## src/rtl/proc_pkg.sv

```systemverilog
// rtl/proc_pkg.sv - shared constants and enums for simple_4bit_processor and its program loader
package proc_pkg;

  localparam int DEPTH = 32;
  localparam int ADDR_W = $clog2(DEPTH);
  localparam logic [7:0] NOP_WORD = 8'hC0;

  typedef enum logic [1:0] {
    LOAD = 2'b00,
    ADD  = 2'b01,
    SUB  = 2'b10,
    NOP  = 2'b11
  } opcode_e;

  typedef enum logic [1:0] {
    FILL,
    RECV,
    DONE,
    ERROR
  } load_state_e;

endpackage

```

## src/rtl/program_loader_if.sv

```systemverilog
// rtl/program_loader_if.sv - valid/ready machine-code byte stream into the program loader
interface program_loader_if;

  logic       s_valid;
  logic [7:0] s_data;
  logic       s_last;
  logic       s_ready;

  modport master (output s_valid, s_data, s_last, input s_ready);
  modport slave  (input s_valid, s_data, s_last, output s_ready);

endinterface

```

## src/rtl/program_loader_checksum.sv

```systemverilog
// rtl/program_loader_checksum.sv - mod-256 running sum of accepted bytes; only built with PROGRAM_LOADER_CHECKSUM_EN
`ifdef PROGRAM_LOADER_CHECKSUM_EN
module program_loader_checksum (
  input  logic       clk,
  input  logic       reset,
  input  logic       clear,
  input  logic       add,
  input  logic [7:0] data,
  output logic [7:0] total
);

  logic [7:0] acc_q, acc_d;

  // total includes the byte on the bus so the checksum verdict is known on its handshake
  always_comb begin
    total = acc_q + data;
    acc_d = acc_q;
    if (clear) begin
      acc_d = '0;
    end else if (add) begin
      acc_d = total;
    end
  end

  always_ff @(posedge clk) begin
    if (!reset) begin
      acc_q <= '0;
    end else begin
      acc_q <= acc_d;
    end
  end

endmodule
`endif

```

## src/rtl/program_loader.sv

```systemverilog
// rtl/program_loader.sv - NOP-fills instruction memory, loads a byte stream, then releases the CPU reset
// PROGRAM_LOADER_CHECKSUM_EN: final s_last byte is a checksum that must bring the byte sum to zero
module program_loader
  import proc_pkg::*;
(
  input  logic              clk,
  input  logic              reset,
  input  logic              start,
  program_loader_if.slave   s,
  output logic              mem_we,
  output logic [ADDR_W-1:0] mem_addr,
  output logic [7:0]        mem_wdata,
  output logic              cpu_reset,
  output logic              load_done,
  output logic              load_error,
  output logic [ADDR_W:0]   byte_count
);

  localparam int LAST_IDX = DEPTH - 1;
  localparam logic [ADDR_W-1:0] LAST_ADDR = LAST_IDX[ADDR_W-1:0];
  localparam logic [ADDR_W:0] COUNT_MAX = DEPTH[ADDR_W:0];

  load_state_e state_q, state_d;
  logic [ADDR_W-1:0] ptr_q, ptr_d;
  logic [ADDR_W:0] count_q, count_d;
  logic cpu_reset_q, cpu_reset_d;
  logic done_q, done_d;
  logic error_q, error_d;
  logic hs, at_end, prog_byte;

  assign hs     = s.s_valid && (state_q == RECV);
  assign at_end = (ptr_q == LAST_ADDR);

`ifdef PROGRAM_LOADER_CHECKSUM_EN
  logic [7:0] sum_total;

  program_loader_checksum u_checksum (
    .clk   (clk),
    .reset (reset),
    .clear (state_q == FILL),
    .add   (hs),
    .data  (s.s_data),
    .total (sum_total)
  );

  assign prog_byte = hs && !s.s_last;
`else
  assign prog_byte = hs;
`endif

  always_comb begin
    state_d = state_q;
    ptr_d   = ptr_q;
    count_d = count_q;
    case (state_q)
      FILL: begin
        ptr_d = ptr_q + 1'b1;
        if (at_end) state_d = RECV;
      end
      RECV: begin
        if (prog_byte) begin
          ptr_d = ptr_q + 1'b1;
          if (count_q != COUNT_MAX) count_d = count_q + 1'b1;
        end
        // s_last takes priority so a checksum may land at the last address
        if (hs && s.s_last) begin
`ifdef PROGRAM_LOADER_CHECKSUM_EN
          state_d = (sum_total == 8'd0) ? DONE : ERROR;
`else
          state_d = DONE;
`endif
        end else if (hs && at_end) begin
          state_d = ERROR;
        end
      end
      default: begin
        if (start) begin
          state_d = FILL;
          ptr_d   = '0;
          count_d = '0;
        end
      end
    endcase
    cpu_reset_d = (state_d != DONE);
    done_d      = (state_d == DONE);
    error_d     = (state_d == ERROR);
  end

  always_ff @(posedge clk) begin
    if (!reset) begin
      state_q     <= FILL;
      ptr_q       <= '0;
      count_q     <= '0;
      cpu_reset_q <= 1'b1;
      done_q      <= 1'b0;
      error_q     <= 1'b0;
    end else begin
      state_q     <= state_d;
      ptr_q       <= ptr_d;
      count_q     <= count_d;
      cpu_reset_q <= cpu_reset_d;
      done_q      <= done_d;
      error_q     <= error_d;
    end
  end

  assign s.s_ready  = (state_q == RECV);
  assign mem_we     = reset && ((state_q == FILL) || prog_byte);
  assign mem_addr   = ptr_q;
  assign mem_wdata  = (state_q == FILL) ? NOP_WORD : s.s_data;
  assign cpu_reset  = cpu_reset_q;
  assign load_done  = done_q;
  assign load_error = error_q;
  assign byte_count = count_q;

endmodule

```

## src/flat_wrapper.sv

```systemverilog
// flat-port wrapper written by rule: the top's interface ports become plain ports
module program_loader_flat import proc_pkg::*;
  (clk, reset, start, mem_we, mem_addr, mem_wdata, cpu_reset, load_done, load_error, byte_count, s_s_valid, s_s_data, s_s_last, s_s_ready);
  program_loader_if s_i ();
  input  logic clk;
  input  logic reset;
  input  logic start;
  output logic mem_we;
  output logic [ADDR_W-1:0] mem_addr;
  output logic [7:0] mem_wdata;
  output logic cpu_reset;
  output logic load_done;
  output logic load_error;
  output logic [ADDR_W:0] byte_count;
  input wire logic [$bits(s_i.s_valid)-1:0] s_s_valid;
  input wire logic [$bits(s_i.s_data)-1:0] s_s_data;
  input wire logic [$bits(s_i.s_last)-1:0] s_s_last;
  output wire logic [$bits(s_i.s_ready)-1:0] s_s_ready;
  assign s_i.s_valid = s_s_valid;
  assign s_i.s_data = s_s_data;
  assign s_i.s_last = s_s_last;
  assign s_s_ready = s_i.s_ready;
  program_loader u_core (.clk(clk), .reset(reset), .start(start), .s(s_i), .mem_we(mem_we), .mem_addr(mem_addr), .mem_wdata(mem_wdata), .cpu_reset(cpu_reset), .load_done(load_done), .load_error(load_error), .byte_count(byte_count));
endmodule
```

## config.mk

```make
export PLATFORM = sky130hd
export DESIGN_NAME = program_loader_flat
export DESIGN_NICKNAME = d
export VERILOG_FILES = /design/src/rtl/proc_pkg.sv /design/src/rtl/program_loader_if.sv /design/src/rtl/program_loader_checksum.sv /design/src/rtl/program_loader.sv /design/src/flat_wrapper.sv
export SDC_FILE = /design/constraint.sdc
export NUM_CORES = 1
export LEC_CHECK = 0
export ABC_AREA = 1
export CAP_MARGIN = 5
export CORE_MARGIN = 2
export CORE_UTILIZATION = 50
export CTS_CLUSTER_DIAMETER = 150
export DETAILED_ROUTE_END_ITERATION = 8
export DONT_BUFFER_PORTS = 1
export HOLD_SLACK_MARGIN = 0.06
export PLACE_DENSITY = 0.68
export SETUP_SLACK_MARGIN = 0.5
export SLEW_MARGIN = 20
export SYNTH_ARGS = -nofsm -noshare
export SYNTH_HDL_FRONTEND = slang
export SYNTH_SLANG_ARGS = --single-unit
```

## constraint.sdc

```tcl
create_clock -name clk -period 1.37 [get_ports clk]
set_input_delay 0.274 -clock clk [delete_from_list [all_inputs] [get_ports clk]]
set_output_delay 0.274 -clock clk [all_outputs]
set_load 0.1 [all_outputs]
```

==> results of run 1 <==
-- per-stage QoR --
stage	setup TNS [ns]	area [um^2]
after floorplan	-2.77	1130
after global placement	0	1420
after detailed placement	0	1420
-- kinds of logic after synthesis --
| group | count (synthesis) |
|---|---|
| DFF | 16 |
| adders and majority gates | 4 |
| AOI/OAI and AO/OA | 17 |
| buffers and inverters | 27 |
| xor gates and xnor gates | 1 |
| and+or+nand+nor | 79 |
==> flow_summary.yaml, run 1 <==
cts:
  post_cts_resized: 62
  post-cts-setup-buffer-count: 15
  clock-root-buffer: "clkbuf_4"
  cts_buffers: 3
  cts-hold-fix-buffers: 0
  cts.sinks: 16
  clockBufferDepth: 2
  htreeDepth: 1
floorplan:
  die_x_um: 48.2
  initial_core_util_pct: 54.8
  io_pins: 37
  rows: 15
  die_h_um: 48.2
yosys:
  synth_common_cells: "nand2_1 (27), nor2_1 (25), inv_1 (21)"
  synth_nets: 161
  synth-seq-cells: 16
  netlist_area_um2: 977
  syn_inst: 144
  syn_avg_cell_area_um2: 6.79
  synth_top_area_share_pct: 32.8
  yosys.area_share.simple_pct: 40.3
  yosysSeqAreaShare_pct: 32.8
  yosys.area_share.adder_pct: 5.12
  synthMuxAreaShare_pct: 0
  synth-edff-count: 0
  ys_types: 26
  synth_compound_area_share_pct: 10.4
  synthFlopType: "dfxtp_1"
  async_reset_ff_share_pct: 0
  synthTopCellsByArea: "dfxtp_1 (33%), nand2_1 (10%), nor2_1 (9.6%)"
  synth_most_common_cell: "nand2_1"
  yosysWarnings: 0
  synth_top_family_by_area: "simple AND/OR/NAND/NOR gates"
  synth-xor-area-share_pct: 0.896
  synth_largest_area_cell: "dfxtp_1"
placement:
  place_congestion: 0.812
  placed_cells: 189
  dp_hpwl_um: 1870
  dp_slack_ns: 0.0164
  port-buffer-count: 0
run_status:
  error: "[ERROR DPL-0038] Utilization greater than 100%, impossible to legalize"
  stop_stage: "4_1_cts"
  status: "stopped before the end"
==> run 2, diff against run 1 <==
--- a/config.mk
+++ b/config.mk
@@ -7,14 +7,11 @@
 export LEC_CHECK = 0
 export ABC_AREA = 1
 export CAP_MARGIN = 5
-export CORE_MARGIN = 2
-export CORE_UTILIZATION = 50
-export CTS_CLUSTER_DIAMETER = 150
+export CORE_AREA = 2 2 63 65
 export DETAILED_ROUTE_END_ITERATION = 8
+export DIE_AREA = 0 0 65 67
 export DONT_BUFFER_PORTS = 1
-export HOLD_SLACK_MARGIN = 0.06
-export PLACE_DENSITY = 0.68
-export SETUP_SLACK_MARGIN = 0.5
+export PLACE_DENSITY_LB_ADDON = 0.15
 export SLEW_MARGIN = 20
 export SYNTH_ARGS = -nofsm -noshare
 export SYNTH_HDL_FRONTEND = slang
==> constraint.sdc (replaced) <==
create_clock -name clk -period 1.8 [get_ports clk]
set_input_delay 0.36 -clock clk [delete_from_list [all_inputs] [get_ports clk]]
set_output_delay 0.36 -clock clk [all_outputs]
set_load 0.1 [all_outputs]
==> run 2 against run 1 <==
Compared with the run above:
- the flow now finishes without violations
- synthesized cell count is the same
- area after synthesis is the same
==> flow_summary.yaml, run 2 <==
sta:
  rsz0062_at_grt: "false"
  fin_tns_setup_ns: 0
  drv_slew: 0
  finalClockSkew_ns: 0.00197
  finalHoldViolations: 0
  finalWorstPathRequiredPeriod_ns: 1.73
  setup_viol: 0
  worst_pin_slew_ns: 0.297
  finalCritPeriodShare_pct: 96.0
  finalWorstSetupSlack_ns: 0.0715
  clock.fmax_ghz: 0.579
  slew_headroom_pct: 80.2
yosys:
  yosysWarnings: 0
  ys_types: 26
  yosys.area_share.adder_pct: 5.12
  syn_inst: 144
  netlist_area_um2: 977
  synth_largest_area_cell: "dfxtp_1"
  synth_compound_area_share_pct: 10.4
  synth_nets: 161
  synthMuxAreaShare_pct: 0
  syn_avg_cell_area_um2: 6.79
  synth_top_area_share_pct: 32.8
  synth-seq-cells: 16
  synthTopCellsByArea: "dfxtp_1 (33%), nand2_1 (10%), nor2_1 (9.6%)"
  synth-edff-count: 0
  synth_common_cells: "nand2_1 (27), nor2_1 (25), inv_1 (21)"
  async_reset_ff_share_pct: 0
  yosys.area_share.simple_pct: 40.3
  synth_most_common_cell: "nand2_1"
  synth_top_family_by_area: "simple AND/OR/NAND/NOR gates"
  synth-xor-area-share_pct: 0.896
  synthFlopType: "dfxtp_1"
  yosysSeqAreaShare_pct: 32.8
layout:
  layout-drive-gt1-share_pct: 39.3
  nets: 191
  area_growth_pct: 46.6
  layout_commonest_cell: "nand2_1"
  largest_reg_flops: 6
  num_antenna_cells: 0
  final.fill_count: 383
  design_area_um2: 1430
  final_cell_mix: "nand2_1 (27), inv_1 (21), nor2_1 (18), buf_4 (18)"
hold_path:
  worstHoldStart: "reset"
  hold_depth: 2
  hold_path_end: "u_core.byte_count[0]"
  worstHoldPathType: "in -> reg"
cts:
  clkSlewWorstSetupHoldPaths_ns: 0.06
  clockBufferDepth: 2
  htreeDepth: 1
  cts_tree: "yes"
  cts_buffers: 3
  clock-root-buffer: "clkbuf_8"
  clk_latency_ns: 0.25
  cts-hold-fix-buffers: 0
  cts.sinks: 16
grt:
  use_met2_pct: 22.6
  globalRouteMet3Util_pct: 5.41
  grt_usage_pct: 12.4
  grt_pass1_wl_um: 4120
  grt_remaining_overflow: 0
  antenna_found_initial: 0
  top_usage_layer: "met2"
  grt_max_degree: 11
  grt_util_met1_pct: 13.2
  grt_pass1_vias: 933
pwr:
  p_per_area_nw_per_um2: 544
  ir_drop_uv: 382
  power_leakage_nw: 0.627
  p_total_mw: 0.779
setup_path:
  critPathCaptureType: "primary output"
  arrival_ns: 1.37
  critical_path_class: "reg -> out"
  required_ns: 1.44
  worstPathMaxFanout: 9
  r2r-end: "u_core.cpu_reset"
  r2r_cells: 8
  start_kind: "flop"
  reg2reg_setup_slack_ns: 0.35
  reg2reg_from: "u_core.mem_addr[1]"
run_status:
  status: "finished clean"
drt:
  wire_per_inst_um: 10.9
  firstDrtPassIters: 4
  ant_nets: 0
  via_count: 946
  drcViolationCount: 0
  routed_wirelength_um: 2410
  drt_iter0_markers: 60
  vias_per_cell: 4.28
flow_run:
  cap_violations: 0
floorplan:
  rows: 22
  die_h_um: 67
  initial_core_util_pct: 27.1
  die_x_um: 65
  dieArea_um2: 4360
  io_pins: 37
  core_um2: 3610
placement:
  dp_slack_ns: 0.276
  placed_area_um2: 1360
  dp_hpwl_um: 1980
  port-buffer-count: 0
  place_congestion: 0.899
## run 2: layout make-up
type | instances | area (um^2) | share of cell area, %
Tap cell | 48 | 60.1 | 4.19
Inverter | 25 | 93.8 | 6.55
Multi-Input combinational cell | 101 | 572 | 39.9
Clock buffer | 4 | 55.1 | 3.84
Timing Repair Buffer | 27 | 315 | 22.0
Sequential cell | 16 | 337 | 23.5
## run 2: worst max-delay path by stage
stage                       from      endpoint  slack (ns)  depth (start not counted)
2_1_floorplan  u_core.state_q[1]  mem_wdata[0]       -0.43                          4
3_3_place_gp   u_core.state_q[1]  mem_wdata[6]        0.30                          5
3_5_place_dp   u_core.state_q[1]  mem_wdata[7]        0.28                          5
4_1_cts        u_core.state_q[0]        mem_we        0.03                          6
5_1_grt        u_core.state_q[0]  mem_wdata[7]        0.01                          5
6_report       u_core.state_q[0]  mem_wdata[7]        0.07                          5
## run 2: worst max-delay path, cell delays in order (launching register included)
cell and delay (ns):
dfxtp_1 0.36, inv_2 0.08, nand2_4 0.09, inv_2 0.09
or2_2 0.32, buf_12 0.17
## run 2: logic make-up (layout without fill, tap and decap cells)
family | count (synthesis) | count (layout)
buffers and inverters | 27 | 56
and+or+nand+nor | 79 | 79
DFF | 16 | 16
adders and majority gates | 4 | 4
xor gates and xnor gates | 1 | 1
AOI/OAI and AO/OA | 17 | 17
## run 2: stage by stage
step,std cells,utilization (%),hold WS [ns]
2_1_floorplan,144,-,0.473
3_3_place_gp,215,37.7,0.478
3_5_place_dp,215,37.7,0.482
4_1_cts,219,39.2,0.215
5_1_grt,221,39.7,0.235
6_report,221,39.7,0.220
## run 2: per-layer routing
metal	vias to the layer above	wire length [um]
met5	-	0
met2	24	1240
met3	2	181
met1	418	983
li1	502	-
met4	0	8
## run 2: power by group
part           leakage, nW  total [mW]  internal (mW)  switching [mW]
Combinational        0.464      0.0993         0.0231          0.0762
Sequential           0.134       0.363          0.359         0.00338
Clock               0.0288       0.317          0.194           0.123
## run 2: repair_timing
action	in CTS	in global routing
endpoints found under the hold margin	0	0
buffers inserted	0	2
pin swaps	0	1
resized for setup	1	1
endpoints found under the setup margin	1	1
Note: power is estimated with default switching activity, not from simulation.
